[config.mk]
export PLATFORM = sky130hd
export DESIGN_NAME = pick_motion_ctrl_flat
export DESIGN_NICKNAME = d
export VERILOG_FILES = /design/src/rtl/pick_motion_ctrl_pkg.sv /design/src/rtl/pick_motion_ctrl_if.sv /design/src/rtl/pick_motion_ctrl_sync.sv /design/src/rtl/pick_motion_ctrl.sv /design/src/flat_wrapper.sv
export SDC_FILE = /design/constraint.sdc
export NUM_CORES = 1
export LEC_CHECK = 0
export CORE_ASPECT_RATIO = 2
export CORE_MARGIN = 10
export CORE_UTILIZATION = 59
export CTS_BUF_LIST = sky130_fd_sc_hd__clkbuf_2 sky130_fd_sc_hd__clkbuf_4 sky130_fd_sc_hd__clkbuf_8
export DETAILED_ROUTE_END_ITERATION = 10
export PLACE_DENSITY = 0.83
export SYNTH_ARGS = -nofsm -noshare
export SYNTH_HDL_FRONTEND = slang
export SYNTH_SLANG_ARGS = --single-unit
[constraint.sdc]
create_clock -name Clk -period 4.5 [get_ports Clk]
set_input_delay 0.45 -clock Clk [delete_from_list [all_inputs] [get_ports Clk]]
set_output_delay 0.45 -clock Clk [all_outputs]
set_load 0.02 [all_outputs]
[src/rtl/pick_motion_ctrl_pkg.sv]
// pick_pkg: shared keycodes, default bounds, FSM state type and clamp helper
// for the pick motion block and its frame-paced neighbours.
package pick_pkg;

   localparam logic [7:0] KEY_NONE  = 8'h00;
   localparam logic [7:0] KEY_UP    = 8'h1A;
   localparam logic [7:0] KEY_DOWN  = 8'h16;
   localparam logic [7:0] KEY_LEFT  = 8'h04;
   localparam logic [7:0] KEY_RIGHT = 8'h07;
   localparam logic [7:0] KEY_SPACE = 8'h2C;

   localparam int unsigned DEF_STEP        = 2;
   localparam int unsigned DEF_Y_MIN       = 32;
   localparam int unsigned DEF_Y_MAX       = 479;
   localparam int unsigned DEF_X_MIN       = 100;
   localparam int unsigned DEF_X_MAX       = 600;
   localparam int unsigned DEF_Y_HOME      = 256;
   localparam int unsigned DEF_TURN_FRAMES = 8;

   typedef enum logic [1:0] {
      IDLE,
      PROBE,
      TURN,
      SETTLE
   } pick_state_t;

   // Signed 11-bit add, then saturate into [lo,hi]; a position never wraps.
   function automatic logic [9:0] clamp_pos(input logic [9:0]         pos,
                                            input logic signed [10:0] delta,
                                            input logic [9:0]         lo,
                                            input logic [9:0]         hi);
      logic signed [10:0] sum;
      sum = $signed({1'b0, pos}) + delta;
      if (sum < $signed({1'b0, lo}))
         return lo;
      else if (sum > $signed({1'b0, hi}))
         return hi;
      else
         return sum[9:0];
   endfunction

endpackage

[src/rtl/pick_motion_ctrl_if.sv]
// pick_motion_ctrl_if: level-control inputs and pick position/wrench outputs
// of the pick motion block, grouped as one bus.
interface pick_motion_ctrl_if;
   logic       enable;
   logic       frame_tick;
   logic [7:0] keycode;
   logic [9:0] pickY;
   logic [9:0] pickLRx;
   logic       openner;
   logic       busy_turn;

   modport master (
      output enable, frame_tick, keycode,
      input  pickY, pickLRx, openner, busy_turn
   );

   modport slave (
      input  enable, frame_tick, keycode,
      output pickY, pickLRx, openner, busy_turn
   );
endinterface

[src/rtl/pick_motion_ctrl_sync.sv]
// frame_tick_sync: 2-flop synchroniser for the asynchronous frame strobe plus
// rising-edge detect giving a single-Clk pulse per frame.
module frame_tick_sync (
   input  logic Clk,
   input  logic Reset_n,
   input  logic tick_async,
   output logic fstep
);
   logic [2:0] sr;

   always_ff @(posedge Clk or negedge Reset_n) begin
      if (!Reset_n)
         sr <= '0;
      else
         sr <= {sr[1:0], tick_async};
   end

   // sr[1] is the synchronised level; sr[2] is its previous value.
   assign fstep = sr[1] & ~sr[2];
endmodule

[src/rtl/pick_motion_ctrl.sv]
// pick_motion_ctrl: keycode -> frame-paced pick position and tension-wrench FSM.
// Optional PICK_ACCEL_EN: step doubles after 7 consecutive frames on one direction key.
module pick_motion_ctrl
   import pick_pkg::*;
#(
   parameter int unsigned STEP        = DEF_STEP,
   parameter int unsigned Y_MIN       = DEF_Y_MIN,
   parameter int unsigned Y_MAX       = DEF_Y_MAX,
   parameter int unsigned X_MIN       = DEF_X_MIN,
   parameter int unsigned X_MAX       = DEF_X_MAX,
   parameter int unsigned Y_HOME      = DEF_Y_HOME,
   parameter int unsigned TURN_FRAMES = DEF_TURN_FRAMES
) (
   input  logic              Clk,
   input  logic              Reset_n,
   pick_motion_ctrl_if.slave bus
);
   localparam int unsigned        CW       = (TURN_FRAMES > 2) ? $clog2(TURN_FRAMES) : 1;
   localparam logic [CW-1:0]      CNT_LAST = CW'(TURN_FRAMES - 1);
   localparam logic [9:0]         YMIN_V   = 10'(Y_MIN);
   localparam logic [9:0]         YMAX_V   = 10'(Y_MAX);
   localparam logic [9:0]         XMIN_V   = 10'(X_MIN);
   localparam logic [9:0]         XMAX_V   = 10'(X_MAX);
   localparam logic [9:0]         YHOME_V  = 10'(Y_HOME);
   localparam logic signed [10:0] STEP_V   = $signed(11'(STEP));

   pick_state_t        state, state_nx;
   logic [9:0]         y_q, y_nx, x_q, x_nx;
   logic [CW-1:0]      cnt_q, cnt_nx;
   logic signed [10:0] step;
   logic               fstep;
   logic               is_dir;
`ifdef PICK_ACCEL_EN
   logic [2:0]         hold_q, hold_nx;
   logic [7:0]         last_q, last_nx;
`endif

   frame_tick_sync u_sync (
      .Clk        (Clk),
      .Reset_n    (Reset_n),
      .tick_async (bus.frame_tick),
      .fstep      (fstep)
   );

   assign is_dir = (bus.keycode == KEY_UP)   || (bus.keycode == KEY_DOWN) ||
                   (bus.keycode == KEY_LEFT) || (bus.keycode == KEY_RIGHT);

   always_ff @(posedge Clk or negedge Reset_n) begin
      if (!Reset_n) begin
         state  <= IDLE;
         y_q    <= YHOME_V;
         x_q    <= XMAX_V;
         cnt_q  <= '0;
`ifdef PICK_ACCEL_EN
         hold_q <= '0;
         last_q <= KEY_NONE;
`endif
      end else begin
         state  <= state_nx;
         y_q    <= y_nx;
         x_q    <= x_nx;
         cnt_q  <= cnt_nx;
`ifdef PICK_ACCEL_EN
         hold_q <= hold_nx;
         last_q <= last_nx;
`endif
      end
   end

   always_comb begin
      state_nx = state;
      y_nx     = y_q;
      x_nx     = x_q;
      cnt_nx   = cnt_q;
      step     = STEP_V;
`ifdef PICK_ACCEL_EN
      hold_nx  = hold_q;
      last_nx  = last_q;
`endif
      // Disable is level-sensitive and overrides frame pacing.
      if (!bus.enable) begin
         state_nx = IDLE;
         y_nx     = YHOME_V;
         x_nx     = XMAX_V;
         cnt_nx   = '0;
      end else if (fstep) begin
         case (state)
            IDLE:   state_nx = PROBE;
            PROBE: begin
               if (bus.keycode == KEY_SPACE) begin
                  state_nx = TURN;
                  cnt_nx   = '0;
               end else begin
`ifdef PICK_ACCEL_EN
                  if (is_dir && (bus.keycode == last_q) && (hold_q == 3'd7))
                     step = STEP_V + STEP_V;
`endif
                  case (bus.keycode)
                     KEY_UP:    y_nx = clamp_pos(y_q, -step, YMIN_V, YMAX_V);
                     KEY_DOWN:  y_nx = clamp_pos(y_q,  step, YMIN_V, YMAX_V);
                     KEY_LEFT:  x_nx = clamp_pos(x_q, -step, XMIN_V, XMAX_V);
                     KEY_RIGHT: x_nx = clamp_pos(x_q,  step, XMIN_V, XMAX_V);
                     default:   ;
                  endcase
               end
            end
            TURN: begin
               if (cnt_q == CNT_LAST)
                  state_nx = SETTLE;
               else
                  cnt_nx = cnt_q + 1'b1;
            end
            SETTLE: begin
               if (bus.keycode != KEY_SPACE)
                  state_nx = PROBE;
            end
            default: state_nx = IDLE;
         endcase
      end

`ifdef PICK_ACCEL_EN
      // Only PROBE frames on a direction key build the run; anything else clears it.
      if (!bus.enable || (fstep && (state == PROBE) && !is_dir)) begin
         hold_nx = '0;
         last_nx = KEY_NONE;
      end else if (fstep && (state == PROBE)) begin
         if (bus.keycode == last_q)
            hold_nx = (hold_q == 3'd7) ? hold_q : hold_q + 3'd1;
         else
            hold_nx = 3'd1;
         last_nx = bus.keycode;
      end
`endif
   end

   assign bus.pickY     = y_q;
   assign bus.pickLRx   = x_q;
   assign bus.openner   = (state == TURN) || (state == SETTLE);
   assign bus.busy_turn = (state == TURN);

endmodule
[src/flat_wrapper.sv]
// flat-port wrapper written by rule: the top's interface ports become plain ports
module pick_motion_ctrl_flat import pick_pkg::*;
#(
   parameter int unsigned STEP        = DEF_STEP,
   parameter int unsigned Y_MIN       = DEF_Y_MIN,
   parameter int unsigned Y_MAX       = DEF_Y_MAX,
   parameter int unsigned X_MIN       = DEF_X_MIN,
   parameter int unsigned X_MAX       = DEF_X_MAX,
   parameter int unsigned Y_HOME      = DEF_Y_HOME,
   parameter int unsigned TURN_FRAMES = DEF_TURN_FRAMES
)
  (Clk, Reset_n, bus_enable, bus_frame_tick, bus_keycode, bus_pickY, bus_pickLRx, bus_openner, bus_busy_turn);
  pick_motion_ctrl_if bus_i ();
  input  logic Clk;
  input  logic Reset_n;
  input wire logic [$bits(bus_i.enable)-1:0] bus_enable;
  input wire logic [$bits(bus_i.frame_tick)-1:0] bus_frame_tick;
  input wire logic [$bits(bus_i.keycode)-1:0] bus_keycode;
  output wire logic [$bits(bus_i.pickY)-1:0] bus_pickY;
  output wire logic [$bits(bus_i.pickLRx)-1:0] bus_pickLRx;
  output wire logic [$bits(bus_i.openner)-1:0] bus_openner;
  output wire logic [$bits(bus_i.busy_turn)-1:0] bus_busy_turn;
  assign bus_i.enable = bus_enable;
  assign bus_i.frame_tick = bus_frame_tick;
  assign bus_i.keycode = bus_keycode;
  assign bus_pickY = bus_i.pickY;
  assign bus_pickLRx = bus_i.pickLRx;
  assign bus_openner = bus_i.openner;
  assign bus_busy_turn = bus_i.busy_turn;
  pick_motion_ctrl #(.STEP(STEP), .Y_MIN(Y_MIN), .Y_MAX(Y_MAX), .X_MIN(X_MIN), .X_MAX(X_MAX), .Y_HOME(Y_HOME), .TURN_FRAMES(TURN_FRAMES)) u_core (.Clk(Clk), .Reset_n(Reset_n), .bus(bus_i));
endmodule
==> results.cfg, run 1 <==
[cells_and_area]
fillers = 422
antennaDiodeCount = 0
finish.utilization = 0.679
area_growth_pct = 10.8
final_net_count = 436
drive_above_1_share = 0.0874
layout_common_cells = 43 x nand2_1, 32 x nor2_1, 32 x clkdlybuf4s50_1
fin_cells = 469
mostFrequentLayoutCell = nand2_1

[timing]
finClkSkew_ns = 0.00297
fin_tns_setup_ns = 0
rsz0062_at_grt = false
period_needed_ns = 3.16
setup_viol_count_final = 0
slew_headroom = 0.344
period_share = 0.701
max_freq_mhz = 317
tightest_slew_ns = 0.977
finalHoldViolCount = 0
drv_slew = 0

[route]
top_layer = met4
wl_mm = 9.18
num_vias = 3301
met2_length_mm = 4.96
via_per_inst = 7.04
drc = 0
wl_met1_mm = 3.18
first_iter_violations = 288
route.detailed.wl_per_inst_um = 19.6
dr.pass1.iters = 7
wl_met3_um = 449
antenna_left = 0

[placement]
portBuffers = 32
dpl.hpwl_mm = 7.02
routabilityCongestion = 0.966
post-place-cells = 465

[setup_path]
r2r_slack_ns = 1.34
end_kind = flop
r2r-end = u_core.bus.pickLRx[5]
cp.required_ns = 4.66
crit_top_cell = o211ai_2
worst_ep_arrival_time_ns = 3.32
r2r_cells = 10
timing.rr.start = u_core.bus.pickLRx[2]
crit_path_max_incr_delay_ns = 0.59
path_cells = inv_1 > ha_1 > or3b_2 > nor2_1 > a211oi_1 > o211ai_2 > o211ai_2 > o21bai_1 > a41oi_1 > o21ai_0
start_kind = flop
critPathBufInv = 1
crit_type = reg -> reg
critPathMaxFanout = 14
slowest_stage = dfrtp_1
crit_family = compound AO/OA/AOI/OAI gates

[logic_synthesis]
yosysSeqAreaShare = 0.229
synth.distinct_cells = 76
syn_avg_cell_area_um2 = 7.41
syn_inst = 402
ys.warnings.count = 0
ys.flop_type = dfrtp_1
synth_edf_count = 0
synthesis.area_um2 = 2980
ys_seq_elements = 27
syn-num-nets = 425
async_flop_share = 1.00

[cts]
numCtsBuffers = 3
clk_pin_slew_ns = 0.10
clockBufferDepth = 2
cts_num_sinks = 27
htree_levels = 1
post-cts-setup-buffers = 0
holdBufCountCts = 0
clkLatencyLatePin_ns = 0.28
cts_resized = 0
clockRootBuffer = clkbuf_8
cts_tree = built

[min_path]
hold-path-endpoint = u_core.u_sync.sr[1]
worstHoldStart = u_core.u_sync.sr[0]
min_path_cells = 0
min_path_type = reg -> reg

[outcome]
status = finished, final reports clean

[pwr]
powerDensity_nw_per_um2 = 241
power.leakage_nw = 1.23
peakVddDrop_mv = 0.318
p_total_w = 0.000795

[die]
die-area_um2 = 8460
num_rows = 36
die_w_um = 70.2
ios = 34
core_um2 = 4860
die-height_um = 120
start_util = 0.612

[global_route]
grt_pass1_vias = 3349
grt_pass1_wl_mm = 15.4
antenna_found_initial = 0
overflow = 0
grt_usage = 0.211
grt_start_max_net_pins = 28

[run]
maxCapViolations = 0
[report_power, final]
group          switching [W]  internal (W)  total, W
clock              0.0000822     0.0000630  0.000145
sequential         0.0000913      0.000265  0.000356
combinational       0.000158      0.000135  0.000294
total               0.000331      0.000464  0.000795
[per-layer routing]
metal	vias up	GRT usage
met5	-	0
met4	0	0.151
met3	46	0.0311
met2	154	0.396
met1	1562	0.198
li1	1539	-
[synth_stat cells (6+ instances only)]
cell type | n | area share
nor2_1 | 32 | 0.040
o21ai_0 | 26 | 0.044
nand3_1 | 12 | 0.020
nand2_1 | 43 | 0.054
ha_1 | 11 | 0.046
nor4_1 | 10 | 0.021
o22ai_1 | 8 | 0.017
a31oi_1 | 12 | 0.025
o211ai_1 | 8 | 0.020
nand4_1 | 9 | 0.019
inv_1 | 24 | 0.030
xnor2_1 | 6 | 0.018
a21oi_1 | 20 | 0.034
buf_2 | 6 | 0.010
dfrtp_1 | 22 | 0.18
clkbuf_1 | 15 | 0.019
nor3_1 | 18 | 0.030
[final cells by class]
class	count	area [um2]	area share
Clock buffer	3	41.3	0.0125
Tap cell	57	71.3	0.0216
Timing Repair Buffer	34	335	0.102
Inverter	24	90.1	0.0273
Multi-Input combinational cell	323	2070	0.628
Clock inverter	1	7.51	0.00227
Sequential cell	27	682	0.207
[per-stage QoR]
| stage | worst slack (ns) | cell area (um2) | hold WS [ns] |
|---|---|---|---|
| finish | 1.34 | 3300 | 0.360 |
| global route | 1.07 | 3300 | 0.375 |
| CTS | 1.43 | 3300 | 0.362 |
| detailed placement | 1.28 | 3250 | 0.339 |
| global placement | 1.34 | 3250 | 0.337 |
| floorplan | 1.71 | 2980 | 0.154 |
[state kept, by name, summed over array words and instances, names as in the netlist]
register	flops
u_core.bus.pickLRx	9
u_core.bus.pickY	10
u_core.cnt_q	3
u_core.state	2
u_core.u_sync.sr	3
[worst max path at each step]
stage | to | from | slack (ns) | cells past startpoint
final | u_core.bus.pickLRx[5] | u_core.bus.pickLRx[2] | 1.34 | 10
after global routing | u_core.bus.pickLRx[8] | u_core.bus.pickLRx[2] | 1.07 | 10
after CTS | u_core.bus.pickLRx[5] | u_core.bus.pickLRx[1] | 1.43 | 10
after detailed placement | u_core.bus.pickLRx[7] | bus_keycode[4] | 1.28 | 7
after global placement | u_core.bus.pickLRx[7] | bus_keycode[4] | 1.34 | 7
after floorplan | u_core.bus.pickLRx[8] | u_core.bus.pickLRx[1] | 1.71 | 11
[cell families (layout without fill, tap and decap cells)]
family / count (synthesis) / after routing / share of synthesized area
xor gates and xnor gates: 9 / 9 / 0.0265
DFF: 27 / 27 / 0.229
adders and majority gates: 12 / 12 / 0.0500
other: 1 / 1 / 0.00126
AOI/OAI and AO/OA: 126 / 126 / 0.291
buffers and inverters: 52 / 62 / 0.0748
and+or+nand+nor: 172 / 172 / 0.316
muxes: 3 / 3 / 0.0109
(Power assumes the default switching activity.)
==> run 2: changes to the inputs <==
CORE_UTILIZATION = 53   (was 59)
PLACE_DENSITY = 0.79   (was 0.83)
clock period = 2.6 ns   (was 4.5 ns; I/O delays follow)
==> run 2 against run 1 <==
  * The run now ends with setup timing left
  * Combinational power increased to 2.9 times the previous value
  * Routed wire length rose by 39%
  * First-iteration DRC count rose by 63%
  * Setup slack worse by 1.4 ns
  * Global-route usage grew 1.8 points
  * Total power grew 100%
  * Clock skew is 0.0030 ns higher
  * Clock power rose by 72%
  * Critical path type unchanged
==> results.cfg, run 2 (synthesis results as in run 1) <==
[cts]
clk_pin_slew_ns = 0.10
cts_tree = built
clockRootBuffer = clkbuf_8
clockBufferDepth = 2
clkLatencyLatePin_ns = 0.28
cts_num_sinks = 27
holdBufCountCts = 0
htree_levels = 1
numCtsBuffers = 3

[route]
route.detailed.wl_per_inst_um = 22.7
drc = 0
dr.pass1.iters = 5
via_per_inst = 7.05
num_vias = 3975
wl_mm = 12.8
antenna_left = 0
first_iter_violations = 470

[global_route]
grt_pass1_wl_mm = 17.4
grt_start_max_net_pins = 28
overflow = 0
antenna_found_initial = 0
grt_pass1_vias = 3691
grt_usage = 0.229

[die]
die-height_um = 126
num_rows = 38
die-area_um2 = 9200
die_w_um = 73.0
core_um2 = 5420
ios = 34
start_util = 0.550

[outcome]
status = finished with violations
failed_checks = setup timing

[timing]
setup_viol_count_final = 7
period_needed_ns = 2.66
finalHoldViolCount = 0
period_share = 1.02
tightest_slew_ns = 0.656
worst_slack_ns = -0.0605
slew_headroom = 0.559
rsz0062_at_grt = true
fin_hold_ws_ns = 0.354
drv_slew = 0
max_freq_mhz = 376
finClkSkew_ns = 0.00597
fin_tns_setup_ns = -0.193

[setup_path]
start_kind = flop
cp.required_ns = 2.83
crit_end = u_core.bus.pickLRx[3]
r2r-end = u_core.bus.pickLRx[3]
r2r_slack_ns = -0.06
crit_path_max_incr_delay_ns = 0.52
crit_top_cell = buf_4
worst_ep_arrival_time_ns = 2.89
r2r_cells = 10
setup.worst_path.start = u_core.bus.pickLRx[2]
path_cells = buf_6 > or4_4 > buf_4 > nor4_4 > buf_4 > o21ai_0 > a211oi_1 > a211o_1 > nand4_1 > and3_1
critPathMaxFanout = 4
end_kind = flop
timing.rr.start = u_core.bus.pickLRx[2]
slowest_stage = or4_4
crit_type = reg -> reg

[placement]
portBuffers = 32
dpl.hpwl_mm = 8.31
post-place-cells = 540
routabilityCongestion = 0.971
place_ws_ns = -0.0764

[cells_and_area]
drive_above_1_share = 0.345
multi_input_area_um2 = 2390
antennaDiodeCount = 0
mostFrequentLayoutCell = buf_4
finish.utilization = 0.801
final-seq-area_um2 = 691
layout_common_cells = 89 x buf_4, 40 x nand2_1, 32 x clkdlybuf4s50_1
final_net_count = 528
largest_reg_flops = 10
fillers = 366
fin_cells = 564
area_growth_pct = 45.7

[pwr]
power.leakage_nw = 1.73
peakVddDrop_mv = 0.473
powerDensity_nw_per_um2 = 373

[min_path]
min_path_type = in -> async

[run]
maxCapViolations = 0
run 2: worst min-delay path by stage:
| stage | startpoint | to | slack (ns) | depth (start not counted) |
|---|---|---|---|---|
| after floorplan | Reset_n | u_core.bus.pickLRx[1] | -0.04 | 0 |
| after global placement | u_core.u_sync.sr[0] | u_core.u_sync.sr[1] | 0.34 | 0 |
| after detailed placement | u_core.u_sync.sr[0] | u_core.u_sync.sr[1] | 0.35 | 0 |
| after CTS | Reset_n | u_core.cnt_q[2] | 0.37 | 2 |
| after global routing | u_core.u_sync.sr[0] | u_core.u_sync.sr[1] | 0.38 | 0 |
| final | Reset_n | u_core.cnt_q[2] | 0.35 | 2 |
run 2: what timing repair did:
item	in CTS	in global routing
resized for setup	6	56
pin swaps	2	24
hold endpoints to repair	0	0
setup endpoints to repair	6	15
buffers inserted	3	18
run 2: through the flow:
step / cell area, um2 / total power [W]
final: 4340 / 0.00162
after global routing: 4340 / 0.00170
after CTS: 3930 / 0.00153
after detailed placement: 3840 / 0.00127
after global placement: 3840 / 0.00125
after floorplan: 3040 / 0.000964
run 2: area by class of cell:
class,instances,area share
multi-input combinational,323,0.551
timing repair buffer,126,0.241
sequential,27,0.159
inverter,24,0.0213
tap,60,0.0173
clock buffer,3,0.00951
clock inverter,1,0.00115
run 2: critical path: cells and delay by family (launching register included):
family | cells | cell delay [ns]
DFF | 1 | 0.50
AOI/OAI and AO/OA | 3 | 0.64
buffers and inverters | 3 | 0.50
and+or+nand+nor | 4 | 0.99
run 2: report_power, final:
part / leakage [nW] / total (W) / switching (W) / internal (W)
logic: 1.37 / 0.000843 / 0.000469 / 0.000374
registers: 0.330 / 0.000528 / 0.0000655 / 0.000462
clock network: 0.0255 / 0.000249 / 0.000142 / 0.000108
total: 1.73 / 0.00162 / 0.000676 / 0.000944
run 2: per-layer routing:
metal | share of wire | global-route usage | routed length, um | vias up
li1 | - | - | - | 1724
met1 | 0.33 | 0.212 | 4160 | 1903
met2 | 0.54 | 0.427 | 6960 | 251
met3 | 0.056 | 0.0346 | 711 | 97
met4 | 0.075 | 0.156 | 964 | 0
met5 | 0 | 0 | 0 | -
